[src/rtl/load_store_unit.sv]
// Memory stage: data-memory handshake, store lane steering and load extension.
// Faulting accesses never reach memory and retire as a one-cycle fault packet.
module load_store_unit #(
    parameter int ADDR_W = 32
) (
    input  logic              clk,
    input  logic              rst,
    input  logic              ex_valid,
    output logic              ex_ready,
    input  logic [ADDR_W-1:0] ex_alu_result,
    input  logic [31:0]       ex_rs2_data,
    input  logic [2:0]        ex_funct3,
    input  logic              ex_mem_read,
    input  logic              ex_mem_write,
    input  logic              ex_reg_write,
    input  logic [4:0]        ex_rd,
    output logic              mem_req,
    output logic              mem_we,
    output logic [ADDR_W-1:0] mem_addr,
    output logic [31:0]       mem_wdata,
    output logic [3:0]        mem_wstrb,
    input  logic              mem_ready,
    input  logic [31:0]       mem_rdata,
    output logic              wb_valid,
    output logic              wb_reg_write,
    output logic [4:0]        wb_rd,
    output logic [31:0]       wb_data,
    output logic              fault_misaligned,
    output logic              fault_illegal,
    output logic [ADDR_W-1:0] fault_addr
);

    typedef enum logic {IDLE, WAIT} state_t;

    state_t      state_q, state_d;
    logic        accept, is_mem, f3_ok, illegal, misaligned, go_mem;
    logic [31:0] st_wdata, ld_data;
    logic [3:0]  st_wstrb;
    logic [7:0]  ld_byte;
    logic [15:0] ld_half;
    logic [2:0]  cap_f3;
    logic [1:0]  cap_off;
    logic        cap_rw;

    assign ex_ready = (state_q == IDLE);
    assign accept   = ex_valid && ex_ready;
    assign is_mem   = ex_mem_read || ex_mem_write;
    assign go_mem   = is_mem && !illegal && !misaligned;

    always_comb begin
        f3_ok = 1'b0;
        if (ex_mem_read)
            f3_ok = ex_funct3 inside {3'b000, 3'b001, 3'b010, 3'b100, 3'b101};
        else if (ex_mem_write)
            f3_ok = ex_funct3 inside {3'b000, 3'b001, 3'b010};
    end

    assign illegal = (ex_mem_read && ex_mem_write) || (is_mem && !f3_ok);
    assign misaligned = is_mem && !illegal &&
        ((ex_funct3[1:0] == 2'b01 && ex_alu_result[0]) ||
         (ex_funct3[1:0] == 2'b10 && ex_alu_result[1:0] != 2'b00));

    always_comb begin
        st_wdata = ex_rs2_data;
        st_wstrb = 4'b1111;
        case (ex_funct3[1:0])
            2'b00: begin
                st_wdata = {4{ex_rs2_data[7:0]}};
                st_wstrb = 4'b0001 << ex_alu_result[1:0];
            end
            2'b01: begin
                st_wdata = {2{ex_rs2_data[15:0]}};
                st_wstrb = 4'b0011 << {ex_alu_result[1], 1'b0};
            end
            default: ;
        endcase
    end

    // Extraction uses the lane and size captured at accept time.
    assign ld_byte = mem_rdata[{cap_off, 3'b000} +: 8];
    assign ld_half = cap_off[1] ? mem_rdata[31:16] : mem_rdata[15:0];

    always_comb begin
        ld_data = mem_rdata;
        case (cap_f3)
            3'b000:  ld_data = {{24{ld_byte[7]}}, ld_byte};
            3'b100:  ld_data = {24'b0, ld_byte};
            3'b001:  ld_data = {{16{ld_half[15]}}, ld_half};
            3'b101:  ld_data = {16'b0, ld_half};
            default: ld_data = mem_rdata;
        endcase
    end

    always_comb begin
        state_d = state_q;
        unique case (state_q)
            IDLE: if (accept && go_mem) state_d = WAIT;
            WAIT: if (mem_ready) state_d = IDLE;
        endcase
    end

    always_ff @(posedge clk) begin
        if (rst) state_q <= IDLE;
        else     state_q <= state_d;
    end

    always_ff @(posedge clk) begin
        if (rst) begin
            mem_req          <= 1'b0;
            mem_we           <= 1'b0;
            mem_addr         <= '0;
            mem_wdata        <= '0;
            mem_wstrb        <= '0;
            wb_valid         <= 1'b0;
            wb_reg_write     <= 1'b0;
            wb_rd            <= '0;
            wb_data          <= '0;
            fault_misaligned <= 1'b0;
            fault_illegal    <= 1'b0;
            fault_addr       <= '0;
            cap_f3           <= '0;
            cap_off          <= '0;
            cap_rw           <= 1'b0;
        end else begin
            wb_valid         <= 1'b0;
            fault_misaligned <= 1'b0;
            fault_illegal    <= 1'b0;
            if (state_q == IDLE && accept) begin
                wb_rd <= ex_rd;
                if (illegal || misaligned) begin
                    wb_valid         <= 1'b1;
                    wb_reg_write     <= 1'b0;
                    fault_illegal    <= illegal;
                    fault_misaligned <= misaligned;
                    fault_addr       <= ex_alu_result;
                end else if (is_mem) begin
                    mem_req   <= 1'b1;
                    mem_we    <= ex_mem_write;
                    mem_addr  <= {ex_alu_result[ADDR_W-1:2], 2'b00};
                    mem_wdata <= ex_mem_write ? st_wdata : 32'b0;
                    mem_wstrb <= ex_mem_write ? st_wstrb : 4'b0000;
                    cap_f3    <= ex_funct3;
                    cap_off   <= ex_alu_result[1:0];
                    cap_rw    <= ex_reg_write;
                end else begin
                    wb_valid     <= 1'b1;
                    wb_data      <= ex_alu_result;
                    wb_reg_write <= ex_reg_write;
                end
            end else if (state_q == WAIT && mem_ready) begin
                mem_req  <= 1'b0;
                wb_valid <= 1'b1;
                if (mem_we) begin
                    wb_reg_write <= 1'b0;
                    wb_data      <= 32'b0;
                end else begin
                    wb_reg_write <= cap_rw;
                    wb_data      <= ld_data;
                end
            end
        end
    end

endmodule

[config.mk]
export PLATFORM = sky130hd
export DESIGN_NAME = load_store_unit
export DESIGN_NICKNAME = d
export VERILOG_FILES = /design/src/rtl/load_store_unit.sv
export SDC_FILE = /design/constraint.sdc
export NUM_CORES = 1
export LEC_CHECK = 0
export ABC_AREA = 1
export BUFFER_PORTS_ARGS = -buffer_cell sky130_fd_sc_hd__buf_2
export CAP_MARGIN = 10
export CELL_PAD_IN_SITES_DETAIL_PLACEMENT = 1
export CELL_PAD_IN_SITES_GLOBAL_PLACEMENT = 1
export CORE_ASPECT_RATIO = 0.7
export CORE_MARGIN = 2
export CORE_UTILIZATION = 24
export CTS_CLUSTER_SIZE = 14
export DETAILED_ROUTE_END_ITERATION = 12
export PLACE_DENSITY = 0.61
export SYNTH_ARGS = -nofsm -noshare
export SYNTH_HDL_FRONTEND = slang
export SYNTH_SLANG_ARGS = --single-unit
[constraint.sdc]
create_clock -name clk -period 1.5 [get_ports clk]
set_input_delay 0.3 -clock clk [delete_from_list [all_inputs] [get_ports clk]]
set_output_delay 0.3 -clock clk [all_outputs]
set_load 0.1 [all_outputs]
# Word level (Yosys, flattened, before mapping)
# Index checks and enable logic that the tools add are counted.
# W data, S select, Z words.
[totals]
ff_bits = 148
latch_bits = 0
mem_bits_rw = 0
rom_bits = 0
output_inout_bits = 144
word_cells = 95
mem_count = 0
[classes]
add_sub_neg = 0
multipliers = 0
div = 0
order_cmp = 0
eq_ne = 13
shift = 3
n_mux = 29
n_bitwise = 3
n_reduce_logical = 31
[ops]
columns = ["op", "count"]
rows = [
  ["$mux W32", 6],
  ["$pmux W32 S4", 1],
  ["$pmux W32 S2", 1],
  ["$shiftx A32 B6 Y8", 1],
  ["$mux W1", 17],
  ["$mux W16", 1],
  ["$eq A3 B3 Y1 const B", 4],
  ["$logic_and A1 B1 Y1", 11],
  ["$reduce_and A3 Y1", 3],
  ["$pmux W4 S2", 1],
  ["$eq A3 B1 Y1 const B", 2],
  ["$logic_not A3 Y1", 2],
  ["$ne A2 B2 Y1 const B", 3],
  ["$reduce_bool A5 Y1", 1],
  ["$logic_or A1 B1 Y1", 4],
  ["$mux W4", 1],
  ["$reduce_and A2 Y1", 2],
  ["$reduce_bool A2 Y1", 2],
  ["$shl A1 B2 Y4 const A", 1],
  ["$shl A2 B2 Y4 const A", 1],
  ["$eq A3 B2 Y1 const B", 1],
  ["$logic_not A1 Y1", 3],
  ["$ne A3 B2 Y1 const B", 1],
  ["$not A1 Y1", 3],
  ["other kinds (6)", 6],
]

# Longest topological paths before layout
# Gate-level depths: netlist of run 1.
[depth]
ltp_word = 15
depth_mapped = 12
depth_no_buf = 10

# Least setup slack after synthesis of run 1
# OpenSTA, ideal clock, no wires.
[synth_timing]
path_type = "register -> register"
startpoint = "register mem_we"
endpoint = "register wb_data[2]"
arrival_ps = 1829
required_time_ps = 1391
path_slack_ps = -438
path_stages_with_launch = 9
n_path_buf = 1
path_cell_list = "dfxtp_1 > nor2_1 > inv_1 > clkbuf_1 > nor2_1 > o211ai_1 > nand3_1 > nand2_1 > inv_1"
[synth_via]
elab_chain_cells = 3
[synth_lines]
columns = ["element", "line", "rtl"]
rows = [
  ["start: declaration", "18", "output logic mem_we,"],
  ["start signal: assignment", "138", "mem_we <= ex_mem_write;"],
  ["$mux W32", "153", "if (mem_we) begin"],
  ["$mux W32", "150", "end else if (state_q == WAIT && mem_ready) begin"],
  ["$mux W32", "128", "if (state_q == IDLE && accept) begin"],
  ["end signal: assignment", "147", "wb_data <= ex_alu_result;"],
  ["end signal: assignment", "158", "wb_data <= ld_data;"],
  ["end: declaration", "27", "output logic [31:0] wb_data,"],
]
# No other way between the ends. The select of a mux whose other input is x is not followed.
# A chain may end at the register's enable or synchronous reset.

# Worst setup path in the final report of run 1
[layout_timing]
startpoint = "register state_q"
endpoint = "register fault_addr[3]"
[layout_via]
elab_chain_cells = 4
[layout_lines]
columns = ["element", "line", "rtl"]
rows = [
  ["start: declaration", "35", "state_t state_q, state_d;"],
  ["start signal: assignment", "104", "else state_q <= state_d;"],
  ["$not A1 Y1 *", "--", ""],
  ["$logic_and A1 B1 Y1", "46", "assign accept = ex_valid && ex_ready;"],
  ["$logic_and A1 B1 Y1 *", "128", ""],
  ["$reduce_and A2 Y1 (no line) *", "--", ""],
  ["end signal: assignment", "135", "fault_addr <= ex_alu_result;"],
  ["end: declaration", "30", "output logic [ADDR_W-1:0] fault_addr"],
]
# Mark *: on every way between the ends. The rest lies on a longest branch, timed or not.

==> run_results.csv, run 1 <==
group,metric,value,unit
run_status,status,"complete, but fails checks",
run_status,violations,"negative setup slack",
placement,port_buffers,252,
detailed_routing,final_antenna_net_count,0,
sta,hold_slack,0.0972,ns
placement,pre_cts_ws,-0.252,ns
yosys,yosysTopAreaCell,"dfxtp_1",
setup_path,cp_max_fo,7,
power,p_per_area,1240,mW/mm2
sta,relSlewSlack,65.3,%
global_route,grt_pass1_wl,45200,um
setup_path,path_class,"flip-flop to flip-flop",
sta,maxSlewViolCount,0,
cells_and_area,drive_gt1_share,41.5,%
cts,clock_latency,0.43,ns
yosys,yosysWarnings,0,
min_path,hold_path_class,"input pin to flip-flop",
run,cap_viol_max_count,0,
cts,tritoncts,"built",
global_route,grt_pass1_vias,7507,
yosys,synth_area_leaders,"dfxtp_1 (44%), nand2_1 (14%), a21oi_1 (10%), nor2_1 (7.2%), o21ai_0 (7.0%)",
floorplanning,dieArea,0.0295,mm2
floorplanning,rows,51,
detailed_routing,drt-wirelength-per-cell,19.1,um
setup_path,worstPathArrival,1.92,ns
cts,cts.sinks,148,
detailed_routing,remaining_drc_errors,0,
power,power.leakage,5.14,nW
cells_and_area,final_cell_area,0.0110,mm2
power,p_total,13.7,mW
placement,place_area,0.00894,mm2
setup_path,crit_required,1.87,ns
detailed_routing,vias,7874,
setup_path,cp-start-kind,"flip-flop",
sta,fin_crit,1.55,ns
sta,max_freq,644,MHz
global_route,grt-ovfl-total,0,
sta,fin_skew,0.0110,ns
yosys,synth_cells,995,
sta,post-route-period-util,103,%
cts,cts_root_buffer,"clkbuf_16",
sta,worst_slew_pin_slew,0.523,ns
cts,cts.clk_slew.worst_paths,0.07,ns
detailed_routing,wirelength,32000,um
cts,cts_max_level,4,
placement,dp_hpwl,22700,um
cts,cts_buffers,17,
global_route,grt_usage,20.3,%
detailed_routing,dr.pass1.iters,4,
setup_path,worstSetupEndpointType,"flip-flop",
floorplanning,fp.dieW,205,um
cts,cts_hold_buf,0,
detailed_routing,first_iter_violations,481,
global_route,grt_max_degree,46,
yosys,ys_ff_latch,148,
sta,worst_slack,-0.0517,ns
yosys,synth-seq-area-share,43.9,%
yosys,synth_top_area_share,43.9,%
yosys,synth_area,0.00676,mm2
floorplanning,core-area,0.0278,mm2
sta,finalSetupViolations,36,
cells_and_area,nets,1403,
global_route,antenna_found_initial,2,
sta,hold_viol_final,0,
floorplanning,fp.dieH,144,um
floorplanning,io_pins,255,
cells_and_area,syn2layout_area_growth,63.5,%
placement,routabilityCongestion,0.830,
sta,rsz0062_at_grt,"yes",
detailed_routing,via_per_inst,4.69,
yosys,synth_area_per_cell,6.79,um2
floorplanning,start_util,24.3,%
yosys,ys_types,28,
cts,cts_max_path_buffers,2,
power,ir_drop,0.694,mV
[path summary, 6_finish.rpt]
check                                      to                        from  depth (start not counted)  slack (ns)
hold / removal    fault_addr[18]$_SDFFE_PP0P_           ex_alu_result[18]                          3         0.1
setup reg to reg   fault_addr[3]$_SDFFE_PP0P_          state_q$_SDFF_PP0_                          9       -0.05
hold reg to reg    mem_wdata[12]$_SDFFE_PP0P_  mem_wdata[12]$_SDFFE_PP0P_                          2        0.47
setup / recovery   fault_addr[3]$_SDFFE_PP0P_          state_q$_SDFF_PP0_                          9       -0.05
[cell usage in the layout, fill, tap and decap left out, types with 3 or more instances in the layout]
cell        instances
nand2_1           188
buf_4             186
dfxtp_1           145
nor2_1            128
buf_2             112
a21oi_1           102
nand3_1            57
o21ai_0            51
inv_1              43
a21oi_2            36
nand2_2            34
nand2_4            27
clkbuf_16          23
buf_12             22
o21ai_1            21
o211ai_1           20
o21ai_2            17
buf_6              10
inv_2               8
nand3_2             8
or2_2               8
o21ai_4             7
clkbuf_4            6
nand3_4             5
inv_6               4
nor2_4              3
inv_4               3
clkinvlp_4          3
bufinv_16           3
buf_16              3
[cell usage after synthesis]
library cell / number
buf_6: 6
nand2_4: 1
nor2_1: 130
buf_2: 17
a21oi_1: 139
nand3b_1: 1
nor2_4: 1
and2_1: 1
or2_1: 1
conb_1: 1
clkbuf_1: 39
inv_1: 51
nand2_2: 3
o211ai_1: 20
or2_2: 8
clkinv_2: 1
o21ai_1: 2
nand3_1: 68
nand3_2: 1
buf_4: 6
buf_1: 3
a21oi_2: 1
o21ai_0: 94
nand2_1: 246
nor3_1: 1
dfxtp_1: 148
nor2_2: 2
inv_2: 3
[area by class of cell]
class,instances,area (um2)
Timing Repair Buffer,347,2840
Inverter,55,228
Antenna cell,2,5.00
Clock buffer,19,433
Multi-Input combinational cell,723,3940
Fill cell,3415,16700
Clock inverter,13,171
Sequential cell,148,2970
Tap cell,371,464
[stage by stage]
| step | TNS [ns] | utilization, % | std cells |
|---|---|---|---|
| after floorplan | 0 | - | 996 |
| after global placement | -14.42 | 32.2 | 1623 |
| after detailed placement | -20.19 | 32.2 | 1623 |
| after CTS | -0.177 | 36.4 | 1663 |
| after global routing | -5.68 | 39.8 | 1678 |
| final | -0.602 | 39.8 | 1678 |
[routing by layer]
layer,share of wire (%),up-vias,track usage (%)
met3,5.2,21,3.31
met4,0.95,0,5.00
met2,43,183,29.2
met5,0,-,0
li1,-,3848,-
met1,50,3822,30.9
[cell families after synthesis]
logic type,after synthesis,share of synthesized area (%)
AOI/OAI and AO/OA,256,19.8
and+or+nand+nor,464,28.0
other,1,0.0555
DFF,148,43.9
buffers and inverters,126,8.33
[registers in the layout, indices dropped and copies added, names as in the netlist]
signal            count
wb_data              32
wb_valid              1
mem_req               1
cap_rw                1
mem_we                1
fault_misaligned      1
fault_addr           32
mem_wstrb             4
cap_f3                3
mem_addr             30
cap_off               2
wb_reg_write          1
wb_rd                 5
mem_wdata            32
fault_illegal         1
state_q               1
[report_power, final]
group          internal, mW  switching, mW
Clock                  2.65           1.89
Combinational          1.29           3.45
Sequential             4.20          0.181
[critical path, cell delays in order, from the launching register on]
cell and delay (ns):
dfxtp_2 0.33, nor2_4 0.21, buf_6 0.15, buf_6 0.12
nand2_8 0.07, nor2_4 0.14, buf_12 0.15, clkbuf_16 0.20
nand2_2 0.05, nand2_1 0.06
[repair_timing]
item	4_1_cts	5_1_grt
endpoints found under the setup margin	168	140
pin swaps	3	40
resized for setup	180	212
gates cloned	3	10
buffers inserted	5	6
Note: power is estimated with default switching activity, not from simulation.
==> run 2, diff against run 1 <==
==> constraint.sdc (replaced) <==
create_clock -name clk -period 1.5 [get_ports clk]
set_input_delay 0.225 -clock clk [delete_from_list [all_inputs] [get_ports clk]]
set_output_delay 0.225 -clock clk [all_outputs]
set_load 0.1 [all_outputs]
==> run 2 against run 1 <==
Effect of this change: the flow still finishes with violations (negative setup slack); fmax increased by 0.56%; count of clock-buffer cells in the layout shrank 1; clock power is 5.3% lower; highest routed layer is now met5; wire length shrank 0.72%; sequential cell count unchanged; utilization decreased by 3.9 points; via count increased by 0.56%.
==> run_results.csv, run 2 (synthesis results as in run 1) <==
group,metric,value,unit
setup_path,cp_max_fo,18,
placement,dp_hpwl,23000,um
power,p_int,7.57,mW
power,power_frac_comb,33.6,%
cells_and_area,drive_gt1_share,33.5,%
cells_and_area,final_common_cell,"buf_2",
cells_and_area,reg_top3,"fault_addr: 32 flops, mem_wdata: 32 flops, wb_data: 32 flops",
sta,fin_setup_tns,-0.0732,ns
detailed_routing,vias,7918,
power,power.leakage,4.80,nW
setup_path,cp_slowest_cell,"dfxtp_2",
floorplanning,rows,51,
sta,fin_crit,1.54,ns
run_status,violations,"negative setup slack",
floorplanning,io_pins,255,
cts,cts_root_buffer,"clkbuf_16",
setup_path,rr_endpoint,"mem_wdata[6]$_SDFFE_PP0P_",
power,p_sw,5.45,mW
placement,port_buffers,252,
global_route,grt_usage,20.9,%
power,netSwitchingFraction,41.8,%
placement,pre_cts_ws,-0.523,ns
detailed_routing,remaining_drc_errors,0,
cells_and_area,final_cell_mix,"buf_2 (246), nand2_1 (241), dfxtp_1 (145), nor2_1 (126), a21oi_1 (117)",
floorplanning,start_util,24.3,%
global_route,grt_pass1_vias,7778,
setup_path,crit_required,1.86,ns
sta,relSlewSlack,64.6,%
sta,fin_skew,0.00977,ns
setup_path,r2r_slack,-0.04,ns
cts,cts.clk_slew.worst_paths,0.07,ns
detailed_routing,wirelength,31800,um
cts,cts_max_path_buffers,2,
sta,max_freq,648,MHz
sta,rsz0062_at_grt,"yes",
setup_path,cp_common_cell,"nand2_4",
power,ir_drop,0.574,mV
sta,worst_slack,-0.0432,ns
global_route,antenna_found_initial,2,
detailed_routing,first_iter_violations,466,
sta,maxSlewViolCount,0,
setup_path,cp-start-kind,"flip-flop",
cts,tritoncts,"built",
detailed_routing,drt-wirelength-per-cell,19.0,um
global_route,grt-ovfl-total,0,
sta,worst_slew_pin_slew,0.535,ns
cts,clock_latency,0.43,ns
run_status,status,"complete, but fails checks",
power,p_clk_share,33.0,%
sta,post-route-period-util,103,%
sta,hold_viol_final,0,
min_path,hp-start,"ex_rd[4]",
detailed_routing,dr.pass1.iters,5,
detailed_routing,final_antenna_net_count,0,
global_route,grt_max_degree,60,
sta,finalSetupViolations,4,
cts,cts_max_level,4,
cells_and_area,syn2layout_area_growth,47.4,%
min_path,hold_path_class,"input pin to flip-flop",
power,p_per_area,1310,mW/mm2
cells_and_area,final_cell_area,0.00996,mm2
cts,cts_buffers,17,
cells_and_area,final_core_utilization,35.9,%
floorplanning,fp.dieW,205,um
power,p_total,13.0,mW
min_path,holdPathStages,3,
floorplanning,dieArea,0.0295,mm2
setup_path,worstPathArrival,1.90,ns
min_path,min_to,"wb_rd[4]$_SDFFE_PP0P_",
setup_path,path_cells,"nor2_4 -> nand2_4 -> a21oi_4 -> nand2_4 -> clkinv_4 -> buf_12 -> nand3_1 -> a21oi_2",
global_route,grt_pass1_wl,46700,um
setup_path,worstSetupEndpointType,"flip-flop",
sta,hold_slack,0.0217,ns
setup_path,crit_path_max_incr_delay,0.33,ns
floorplanning,core-area,0.0278,mm2
placement,place_area,0.00881,mm2
cts,cts.sinks,148,
setup_path,reg2reg_depth,8,
cells_and_area,num-fill-cells,3452,
detailed_routing,via_per_inst,4.74,
floorplanning,fp.dieH,144,um
cells_and_area,nets,1394,
run,cap_viol_max_count,0,
placement,routabilityCongestion,0.855,
cells_and_area,fin_cells,1669,
setup_path,path_class,"flip-flop to flip-flop",
setup_path,r2r_start,"state_q$_SDFF_PP0_",
placement,dp.cells,1620,
power,p_seq_share,33.4,%
[run 2: cell types whose count changed in the layout (fill, tap and decap cells not counted), sizes merged]
cell      previous run  this run
clkinv               3         7
nor2               133       134
bufinv               3         1
clkinvlp             3         0
inv                 59        61
buf                334       328
clkbuf              31        26
[run 2: how the worst max path moves through the flow]
stage	start	end	depth (start not counted)
6_report	state_q$_SDFF_PP0_	mem_wdata[6]$_SDFFE_PP0P_	8
5_1_grt	state_q$_SDFF_PP0_	mem_wdata[6]$_SDFFE_PP0P_	8
4_1_cts	state_q$_SDFF_PP0_	wb_data[30]$_SDFFE_PP0P_	8
3_5_place_dp	ex_funct3[1]	fault_addr[0]$_SDFFE_PP0P_	10
3_3_place_gp	ex_funct3[1]	fault_addr[1]$_SDFFE_PP0P_	10
2_1_floorplan	mem_we$_SDFFE_PP0P_	wb_data[2]$_SDFFE_PP0P_	8
[run 2: power groups by stage]
stage / sequential [mW] / clock (mW) / combinational (mW)
floorplan: 6.26 / 0 / 1.05
global placement: 4.42 / 0 / 3.99
detailed placement: 4.43 / 0 / 4.02
CTS: 4.34 / 4.42 / 4.21
global route: 4.38 / 4.59 / 4.61
finish: 4.34 / 4.30 / 4.37
[run 2: final cells by class]
cell class              instances  area, um2  area share, %
diodes                          2       5.00         0.0503
clock inverters                14        141           1.42
repair buffers                337       2270           22.8
multi-input cells             724       3460           34.8
inverters                      55        221           2.22
flip-flops and latches        148       2970           29.8
well taps                     371        464           4.66
clock buffers                  18        429           4.31
[run 2: critical path, delay by kind of cell (launching register included)]
family	cells	cell delay [ns]
simple gates	4	0.56
flops	1	0.33
compound gates	2	0.33
buf+inv	2	0.25
[run 2: metal layers]
metal  vias to the layer above  wire (um)  global-route usage, %
met5                         -         11                      0
met3                        24       1570                   4.12
met2                       179      13600                   30.4
met1                      3882      16300                   31.5
li1                       3831          -                      -
met4                         2        326                   4.27
[run 2: what timing repair did]
item,4_1_cts,5_1_grt
resized for setup,42,60
cloned,4,4
setup endpoints to repair,142,115
setup buffers,7,0
hold buffers,0,0
pin swaps,7,7
